File: config.mk
export PLATFORM = sky130hd
export DESIGN_NAME = cam_capture_flat
export DESIGN_NICKNAME = d
export VERILOG_FILES = /design/src/rtl/cam_capture_if.sv /design/src/rtl/cam_capture.sv /design/src/flat_wrapper.sv
export SDC_FILE = /design/constraint.sdc
export NUM_CORES = 1
export LEC_CHECK = 0
export BUFFER_PORTS_ARGS = -buffer_cell sky130_fd_sc_hd__buf_4
export CAP_MARGIN = 15
export CELL_PAD_IN_SITES_DETAIL_PLACEMENT = 1
export CELL_PAD_IN_SITES_GLOBAL_PLACEMENT = 1
export CORE_MARGIN = 10
export CORE_UTILIZATION = 40
export DETAILED_ROUTE_END_ITERATION = 12
export HOLD_SLACK_MARGIN = 0.12
export PLACE_DENSITY = 0.71
export SETUP_SLACK_MARGIN = 0.15
export SLEW_MARGIN = 40
export SYNTH_ARGS = -nofsm -noshare
export SYNTH_HDL_FRONTEND = slang
export SYNTH_SLANG_ARGS = --single-unit
File: constraint.sdc
create_clock -name clk -period 2.8 [get_ports clk]
set_clock_uncertainty 0.2 [all_clocks]
set_input_delay 0.28 -clock clk [delete_from_list [all_inputs] [get_ports clk]]
set_output_delay 0.28 -clock clk [all_outputs]
set_load 0.02 [all_outputs]
File: src/rtl/cam_capture_if.sv
// Capture-side bundle: sampled camera pins in, frame-buffer write port and event pulses out.
// The master modport belongs to cam_capture; the slave modport is the camera/frame-buffer side.
interface cam_capture_if #(
    parameter int unsigned ADDR_W = 17
);
    logic              cam_pclk;
    logic              cam_vref;
    logic              cam_href;
    logic [7:0]        cam_data;
    logic              we;
    logic [ADDR_W-1:0] wr_addr;
    logic [11:0]       wr_data;
    logic              frame_done;
    logic              line_err;

    modport master (
        input  cam_pclk, cam_vref, cam_href, cam_data,
        output we, wr_addr, wr_data, frame_done, line_err
    );

    modport slave (
        output cam_pclk, cam_vref, cam_href, cam_data,
        input  we, wr_addr, wr_data, frame_done, line_err
    );
endinterface

File: src/rtl/cam_capture.sv
// OV7670-style camera capture: RGB565 byte pairs to RGB444 frame-buffer writes with frame/line flags.
// Optional 2:1 decimation on both axes when CAM_CAPTURE_DECIMATE_EN is defined.
module cam_capture #(
    parameter int unsigned H_PIXELS = 320,
    parameter int unsigned V_LINES  = 240,
    parameter int unsigned ADDR_W   = 17
) (
    input  logic          clk,
    input  logic          reset,
    cam_capture_if.master bus
);

    typedef enum logic [2:0] {StSync, StVblank, StLine, StHi, StLo} state_e;

    state_e            state_q;
    logic [10:0]       sync1_q, sync2_q;
    logic              pclk_q;
    logic [7:0]        hi_q;
    logic [ADDR_W-1:0] col_q, line_q, line_base_q;
    logic              we_q, frame_done_q, line_err_q;
    logic [ADDR_W-1:0] wr_addr_q;
    logic [11:0]       wr_data_q;

    logic              s_pclk, s_vref, s_href;
    logic [7:0]        s_data;
    logic              strobe, pix_done, line_end, frame_end;
    logic              col_ok, line_ok, keep_pix, keep_line;
    logic [11:0]       pix_d;

    assign {s_pclk, s_vref, s_href, s_data} = sync2_q;

    always_comb begin
        strobe    = s_pclk & ~pclk_q;
        frame_end = strobe & s_vref &
                    ((state_q == StLine) | (state_q == StHi) | (state_q == StLo));
        line_end  = strobe & ~s_vref & ~s_href & ((state_q == StHi) | (state_q == StLo));
        pix_done  = strobe & ~s_vref & s_href & (state_q == StLo);
        col_ok    = col_q < ADDR_W'(H_PIXELS);
        line_ok   = line_q < ADDR_W'(V_LINES);
        pix_d     = {hi_q[7:4], hi_q[2:0], s_data[7], s_data[4:1]};
    end

`ifdef CAM_CAPTURE_DECIMATE_EN
    // Raw column/line parity; only even/even raw pixels reach the stored counters.
    logic col_odd_q, line_odd_q;

    always_ff @(posedge clk) begin
        if (reset || frame_end) begin
            col_odd_q  <= 1'b0;
            line_odd_q <= 1'b0;
        end else if (line_end) begin
            col_odd_q  <= 1'b0;
            line_odd_q <= ~line_odd_q;
        end else if (pix_done) begin
            col_odd_q  <= ~col_odd_q;
        end
    end

    assign keep_pix  = ~col_odd_q & ~line_odd_q;
    assign keep_line = ~line_odd_q;
`else
    assign keep_pix  = 1'b1;
    assign keep_line = 1'b1;
`endif

    always_ff @(posedge clk) begin
        if (reset) begin
            sync1_q      <= '0;
            sync2_q      <= '0;
            pclk_q       <= 1'b0;
            state_q      <= StSync;
            hi_q         <= '0;
            col_q        <= '0;
            line_q       <= '0;
            line_base_q  <= '0;
            we_q         <= 1'b0;
            frame_done_q <= 1'b0;
            line_err_q   <= 1'b0;
            wr_addr_q    <= '0;
            wr_data_q    <= '0;
        end else begin
            sync1_q      <= {bus.cam_pclk, bus.cam_vref, bus.cam_href, bus.cam_data};
            sync2_q      <= sync1_q;
            pclk_q       <= s_pclk;
            we_q         <= 1'b0;
            frame_done_q <= 1'b0;
            line_err_q   <= 1'b0;
            // Event priority: frame end beats line end, so a joint edge never flags line_err.
            if (frame_end) begin
                frame_done_q <= 1'b1;
                col_q        <= '0;
                line_q       <= '0;
                line_base_q  <= '0;
                state_q      <= StVblank;
            end else if (line_end) begin
                line_err_q <= (state_q == StLo);
                col_q      <= '0;
                if (keep_line && line_ok) begin
                    line_q      <= line_q + 1'b1;
                    line_base_q <= line_base_q + ADDR_W'(H_PIXELS);
                end
                state_q <= StLine;
            end else if (pix_done) begin
                if (keep_pix && col_ok && line_ok) begin
                    we_q      <= 1'b1;
                    wr_addr_q <= line_base_q + col_q;
                    wr_data_q <= pix_d;
                end
                if (keep_pix && col_ok) col_q <= col_q + 1'b1;
                state_q <= StHi;
            end else if (strobe) begin
                unique case (state_q)
                    StSync:   if (s_vref) state_q <= StVblank;
                    StVblank: if (!s_vref) state_q <= StLine;
                    StLine: begin
                        if (s_href) begin
                            hi_q    <= s_data;
                            state_q <= StLo;
                        end
                    end
                    StHi: begin
                        hi_q    <= s_data;
                        state_q <= StLo;
                    end
                    default: ;
                endcase
            end
        end
    end

    assign bus.we         = we_q;
    assign bus.wr_addr    = wr_addr_q;
    assign bus.wr_data    = wr_data_q;
    assign bus.frame_done = frame_done_q;
    assign bus.line_err   = line_err_q;

endmodule
File: src/flat_wrapper.sv
// flat-port wrapper written by rule: the top's interface ports become plain ports
module cam_capture_flat 
#(
    parameter int unsigned H_PIXELS = 320,
    parameter int unsigned V_LINES  = 240,
    parameter int unsigned ADDR_W   = 17
)
  (clk, reset, bus_cam_pclk, bus_cam_vref, bus_cam_href, bus_cam_data, bus_we, bus_wr_addr, bus_wr_data, bus_frame_done, bus_line_err);
  cam_capture_if #(.ADDR_W(ADDR_W)) bus_i ();
  input  logic clk;
  input  logic reset;
  input wire logic [$bits(bus_i.cam_pclk)-1:0] bus_cam_pclk;
  input wire logic [$bits(bus_i.cam_vref)-1:0] bus_cam_vref;
  input wire logic [$bits(bus_i.cam_href)-1:0] bus_cam_href;
  input wire logic [$bits(bus_i.cam_data)-1:0] bus_cam_data;
  output wire logic [$bits(bus_i.we)-1:0] bus_we;
  output wire logic [$bits(bus_i.wr_addr)-1:0] bus_wr_addr;
  output wire logic [$bits(bus_i.wr_data)-1:0] bus_wr_data;
  output wire logic [$bits(bus_i.frame_done)-1:0] bus_frame_done;
  output wire logic [$bits(bus_i.line_err)-1:0] bus_line_err;
  assign bus_i.cam_pclk = bus_cam_pclk;
  assign bus_i.cam_vref = bus_cam_vref;
  assign bus_i.cam_href = bus_cam_href;
  assign bus_i.cam_data = bus_cam_data;
  assign bus_we = bus_i.we;
  assign bus_wr_addr = bus_i.wr_addr;
  assign bus_wr_data = bus_i.wr_data;
  assign bus_frame_done = bus_i.frame_done;
  assign bus_line_err = bus_i.line_err;
  cam_capture #(.H_PIXELS(H_PIXELS), .V_LINES(V_LINES), .ADDR_W(ADDR_W)) u_core (.clk(clk), .reset(reset), .bus(bus_i));
endmodule
# Word-level counts from Yosys, hierarchy flattened
# Cells that the tools add are included.
# word_totals
reg_bits	117
inputBits	13
output_inout_bits	32
word_cells	83
# op_classes
addsub	4
magnitude_cmp	2
n_eq_ne	13
mux	12
bitwise	17
reduce_logical	20
# op_table
op	n
17-bit by 1-bit adder with 17-bit output, second input constant	2
17-bit adder	1
17-bit by 9-bit adder with 17-bit output, second input constant	1
17-bit by 8-bit less-than comparator with 1-bit output, second input constant	1
17-bit by 9-bit less-than comparator with 1-bit output, second input constant	1
8-bit case mux with 2 select lines	1
5-bit AND reduction	3
3-bit case mux with 4 select lines	1
5-bit by 1-bit inequality test with 1-bit output, second input constant	2
3-bit 2-to-1 mux	3
1-bit bitwise AND	8
8-bit 2-to-1 mux	1
4-bit by 1-bit inequality test with 1-bit output, second input constant	2
4-bit nonzero test	2
4-bit OR reduction	2
7-bit nonzero test	1
3-bit by 2-bit == test with 1-bit output, second input constant	2
2-bit 2-to-1 mux	3
1-bit NOT	6
6-bit AND reduction	1
6-bit nonzero test	1
3-bit OR reduction	2
5-bit inequality test, second input constant	1
2-bit by 1-bit inequality test with 1-bit output, second input constant	2
13 further kinds	18

# Logic depth before layout (Yosys ltp)
# depth
ltp_word	8
mapped_depth	7
ltp_nobuf	7

# Worst setup path before layout
# No wires, ideal clock.
# synth_path
path_type	flip-flop to flip-flop
start	register u_core.state_q[0]
end	register u_core.wr_data_q[0], in the netlist u_core.bus.wr_data[0]
setup_ns	0.130
arrival_time_ns	1.776
required_time_ns	2.470
slack_ns	0.694
path_stages_with_launch	8
path_buffers	2
synth_period_minus_slack_ns	2.106
cell_sequence	dfxtp_1 > buf_4 > nor3b_4 > nand4_4 > nor4_4 > buf_6 > mux2i_1 > nor2_1
# synth_between
elab_chain_len	6
word_cells_on_any_way	12
classes_between	eq/ne: 3; bitwise: 8; reduce/logical: 1
# synth_rtl
element	line	text
from (decl)	cam_capture.sv:15	state_e state_q;
from (signal assigned)	cam_capture.sv:71	state_q <= StSync;
from (signal assigned)	cam_capture.sv:94	state_q <= StVblank;
from (signal assigned)	cam_capture.sv:102	state_q <= StLine;
3-bit by 2-bit == test with 1-bit output (on tied branches)	cam_capture.sv:35, cam_capture.sv:36	
1-bit bitwise OR (2 in series)	cam_capture.sv:35	((state_q == StLine) | (state_q == StHi) | (state_q == StLo));
1-bit bitwise AND	cam_capture.sv:34	frame_end = strobe & s_vref &
1-bit NOT (no source line)	--	
4-bit AND reduction (no source line) (*)	--	
to (signal assigned)	cam_capture.sv:107	wr_data_q <= pix_d;
to (decl)	cam_capture.sv:22	logic [11:0] wr_data_q;
# Mark *: on every way between the ends. The rest lies on a longest branch, timed or not.
# A chain may end at the register's enable or synchronous reset.

# Final worst setup path
# layout_path
start	register u_core.line_q[12]
end	register u_core.wr_addr_q[1], in the netlist u_core.bus.wr_addr[1]
# layout_between
elab_chain_len	3
# layout_rtl
element	line	text
from (decl)	cam_capture.sv:19	logic [ADDR_W-1:0] col_q, line_q, line_base_q;
from (signal assigned)	cam_capture.sv:99	line_q <= line_q + 1'b1;
17-bit by 8-bit less-than comparator with 1-bit output	cam_capture.sv:39	line_ok = line_q < ADDR_W'(V_LINES);
1-bit logical AND	cam_capture.sv:104	if (keep_pix && col_ok && line_ok) begin
4-bit AND reduction (no source line)	--	
to (signal assigned)	cam_capture.sv:106	wr_addr_q <= line_base_q + col_q;
to (decl)	cam_capture.sv:21	logic [ADDR_W-1:0] wr_addr_q;
# Every way passes these cells.

==> metrics.md <==
| Metric | Value |
|---|---|
| Pleak | `2.15 nW` |
| Seq/Total Area, Yosys | `48.7%` |
| Htree depth | `3` |
| DRT Pass-1 Iters | `4` |
| Drt initial violations | `195` |
| First-pass GRT wire length | `17,600 um` |
| Avg WL per Cell | `approximately 16 um` |
| Chip height | `126 um` |
| WP data required | `2.82 ns` |
| Top post-synthesis cells by area | `dfxtp_1, mux2i_1, nor2_1` |
| Clock sinks | `110` |
| Layout Area Growth over Synthesis | `19.3%` |
| RSZ-0062 raised after global routing | `no` |
| Critical Path Sink Type | `register` |
| Sw Share | `22.3%` |
| Hold Crit Class | `in2reg` |
| Proportion of layout cells with a drive suffix above 1 | `16.4%` |
| Number of max-cap violations | `0` |
| Syn Inst Count | `~460` |
| Worst slew pin tran | `roughly 0.7 ns` |
| P_int | `approximately 0.0023 W` |
| Final Wtd Congestion | `0.821` |
| Dpl hpwl | `between 7000 and 8000 um` |
| Status | `finished, final reports clean` |
| Total GRT Usage | `13.2%` |
| Relative slew slack | `a little over half` |
| Dominant cell type by area after synthesis | `dfxtp_1` |
| Element type at the critical path start | `register` |
| CTS Buffer Depth | `2` |
| Worst Path Arrival | `2.42 ns` |
| Vias in the first global route | `3,524` |
| Fin crit share | `85.8%` |
| Number of cell rows | `38` |
| Yosys cell types | `between 50 and 60` |
| CTS buffer count | `9` |
| Final setup viols | `0` |
| FF-to-FF End | `u_core.bus.wr_addr[1]$_SDFFE_PP0P_` |
| Post-synth top flop | `dfxtp_1` |
| PortBufs | `44` |
| Crit Path Category | `reg2reg` |
| Seq cells post-synth | `110` |
| CORE AREA | `10,900 um2` |
| Initial Util | `41.4%` |
| Count leader, synth | `dfxtp_1` |
| Area of the multi-input gates | `2190 um2` |
| DR DRC count | `0` |
| Die Area | `16,000 um2` |
| Hold Violations, Final | `0` |
| Setup TNS | `0 ns` |
| Clk slew on worst S/H paths | `0.08 ns` |
| Fin Hold WS | `0.222 ns` |
| Largest net degree at the start of global routing | `63` |
| Fin crit period | `2.40 ns` |
| EDFF count, synth | `0` |
| Area share of the largest cell type after synthesis | `48.7%` |
| Reg2Reg Launch Point | `u_core.line_q[12]$_SDFFE_PP0P_` |
| Power per cell area | `approximately 560 nW/um2` |
| Worst vdd ir | `0.403 mV` |
| Aggregate global routing overflow | `0` |
| Clk_lat worst skew | `0.36 ns` |
| Sw power | `0.000671 W` |
| Hold Crit Depth | `2` |
| Max Slew Vio Count | `0` |
| Endpoint, Worst Hold | `u_core.hi_q[1]$_SDFFE_PP0P_` |
| Storage element area | `2200 um2` |
| Syn nets | `482` |
| Final wirelength | `roughly 10,000 um` |
| Combinational power share | `under 10%` |
| Post-route ant nets | `0` |
| Crit path max fanout | `18` |
| Synth top cells by count | `dfxtp_1, nor2_1, mux2i_1` |
| Via density per instance | `5.13` |
| Die W | `126 um` |
| Mapped Area | `4530 um2` |
| Initial antenna violation count | `0` |
| Part of the power in the clock network | `44.8%` |
| CTS tree | `done` |
| Nets@finish | `between 500 and 600` |
| Avg Cell Area, Syn | `9.95 um2` |
| Filler instances | `1,244` |
| Hold path startpoint | `reset` |
| Vias | `approximately 3.3k` |
| Worst r2r path cells | `6` |
| Setup slack, reg-to-reg | `0.40 ns` |
| Fraction of registers with async set/reset | `0%` |
| Yosys warnings | `0` |
| Io pins | `45` |
| Root buffer cell | `clkbuf_16` |
| Fmax | `416 MHz` |
| Postcts setup bufs | `0` |
| Sequential power share | `52.8%` |
| Total inserted antenna cells | `0` |
flip-flops by register name (all words and copies together), names as in the netlist:
register	count
u_core.bus.wr_addr	17
u_core.col_q	17
u_core.line_q	17
u_core.bus.wr_data	12
u_core.line_base_q	11
u_core.sync1_q	11
u_core.sync2_q	11
u_core.hi_q	7
u_core.state_q	3
u_core.bus.frame_done	1
u_core.bus.line_err	1
u_core.bus.we	1
u_core.pclk_q	1
layer usage:
metal,up-vias,wire (um),global-route usage (%)
li1,1681,-,-
met1,1615,4740,15.8
met2,44,4820,21.8
met3,8,442,4.50
met4,0,114,3.82
met5,-,0,0
placed cells by master, fill, tap and decap left out, drive strengths merged, types with 2 or more instances in the layout:
cell type / n
nor2b: 28
ha: 13
a41oi: 2
nor4b: 3
buf: 50
a21oi: 10
o211ai: 2
inv: 11
clkbuf: 9
a211oi: 4
a22oi: 2
nor4: 14
dlygate4sd3: 11
and3: 2
o22a: 2
nand4: 5
a2bb2oi: 2
xnor2: 28
o21ai: 7
nand2b: 2
dfxtp: 110
nor2: 72
nand3: 7
mux2i: 32
and2: 18
nor3b: 3
o31ai: 2
nor3: 14
a311oi: 2
nand2: 17
o221a: 2
and4: 2
xor2: 2
a21o: 4
final cells by class:
type | count | area share (%)
Timing Repair Buffer | 61 | 8.99
Inverter | 7 | 0.487
Clock inverter | 7 | 1.62
Sequential cell | 110 | 40.8
Clock buffer | 9 | 4.17
Multi-Input combinational cell | 318 | 40.7
Tap cell | 140 | 3.25
power groups by stage:
stage / logic [W] / registers (W) / clock network [W]
global route: 0.0000810 / 0.00159 / 0.00144
CTS: 0.0000734 / 0.00159 / 0.00138
detailed placement: 0.0000607 / 0.00162 / 0
floorplan: 0.0000422 / 0.00162 / 0
global placement: 0.0000590 / 0.00162 / 0
finish: 0.0000722 / 0.00159 / 0.00134
critical path, stage by stage, from the launching register on:
cell,delay (ns)
dfxtp_1,0.32
nor4_1,0.56
nand2_1,0.25
nor4_4,0.27
buf_4,0.37
mux2i_1,0.24
nor2_1,0.06
worst max-delay path by stage:
stage,startpoint,endpoint,slack (ns),cells past startpoint
2_1_floorplan,u_core.state_q[0]$_SDFFE_PP0P_,u_core.bus.wr_data[0]$_SDFFE_PP0P_,0.69,7
3_3_place_gp,u_core.state_q[2]$_SDFFE_PP0P_,u_core.bus.wr_data[4]$_SDFFE_PP0P_,0.41,6
3_5_place_dp,u_core.state_q[2]$_SDFFE_PP0P_,u_core.bus.wr_data[2]$_SDFFE_PP0P_,0.30,6
4_1_cts,u_core.state_q[2]$_SDFFE_PP0P_,u_core.bus.wr_addr[1]$_SDFFE_PP0P_,0.29,6
5_1_grt,u_core.state_q[2]$_SDFFE_PP0P_,u_core.bus.wr_data[2]$_SDFFE_PP0P_,0.19,6
6_report,u_core.line_q[12]$_SDFFE_PP0P_,u_core.bus.wr_addr[1]$_SDFFE_PP0P_,0.40,6
cell families (layout without fill, tap and decap cells):
| family | count (synthesis) | in the layout | synth area share [%] |
|---|---|---|---|
| buf+inv | 27 | 84 | 2.96 |
| compound gates | 51 | 51 | 8.85 |
| flops | 110 | 110 | 48.7 |
| simple gates | 191 | 191 | 22.6 |
| mux | 32 | 32 | 7.08 |
| fa+ha+maj | 14 | 14 | 4.04 |
| xor+xnor | 30 | 30 | 5.81 |
timing repair:
item,4_1_cts,5_1_grt
hold buffers,11,0
hold endpoints to repair,11,0
resized for setup,0,1
setup endpoints to repair,0,20
metrics by stage:
step | util, % | instance area, um2 | std cells | power [W] | worst slack [ns]
2_1_floorplan | - | 4530 | 455 | 0.00166 | 0.694
3_3_place_gp | 45.4 | 4970 | 625 | 0.00168 | 0.413
3_5_place_dp | 45.5 | 4970 | 625 | 0.00168 | 0.305
4_1_cts | 49.3 | 5400 | 652 | 0.00304 | 0.288
5_1_grt | 49.4 | 5400 | 652 | 0.00311 | 0.193
6_report | 49.4 | 5400 | 652 | 0.00300 | 0.399
(Power assumes the default switching activity.)
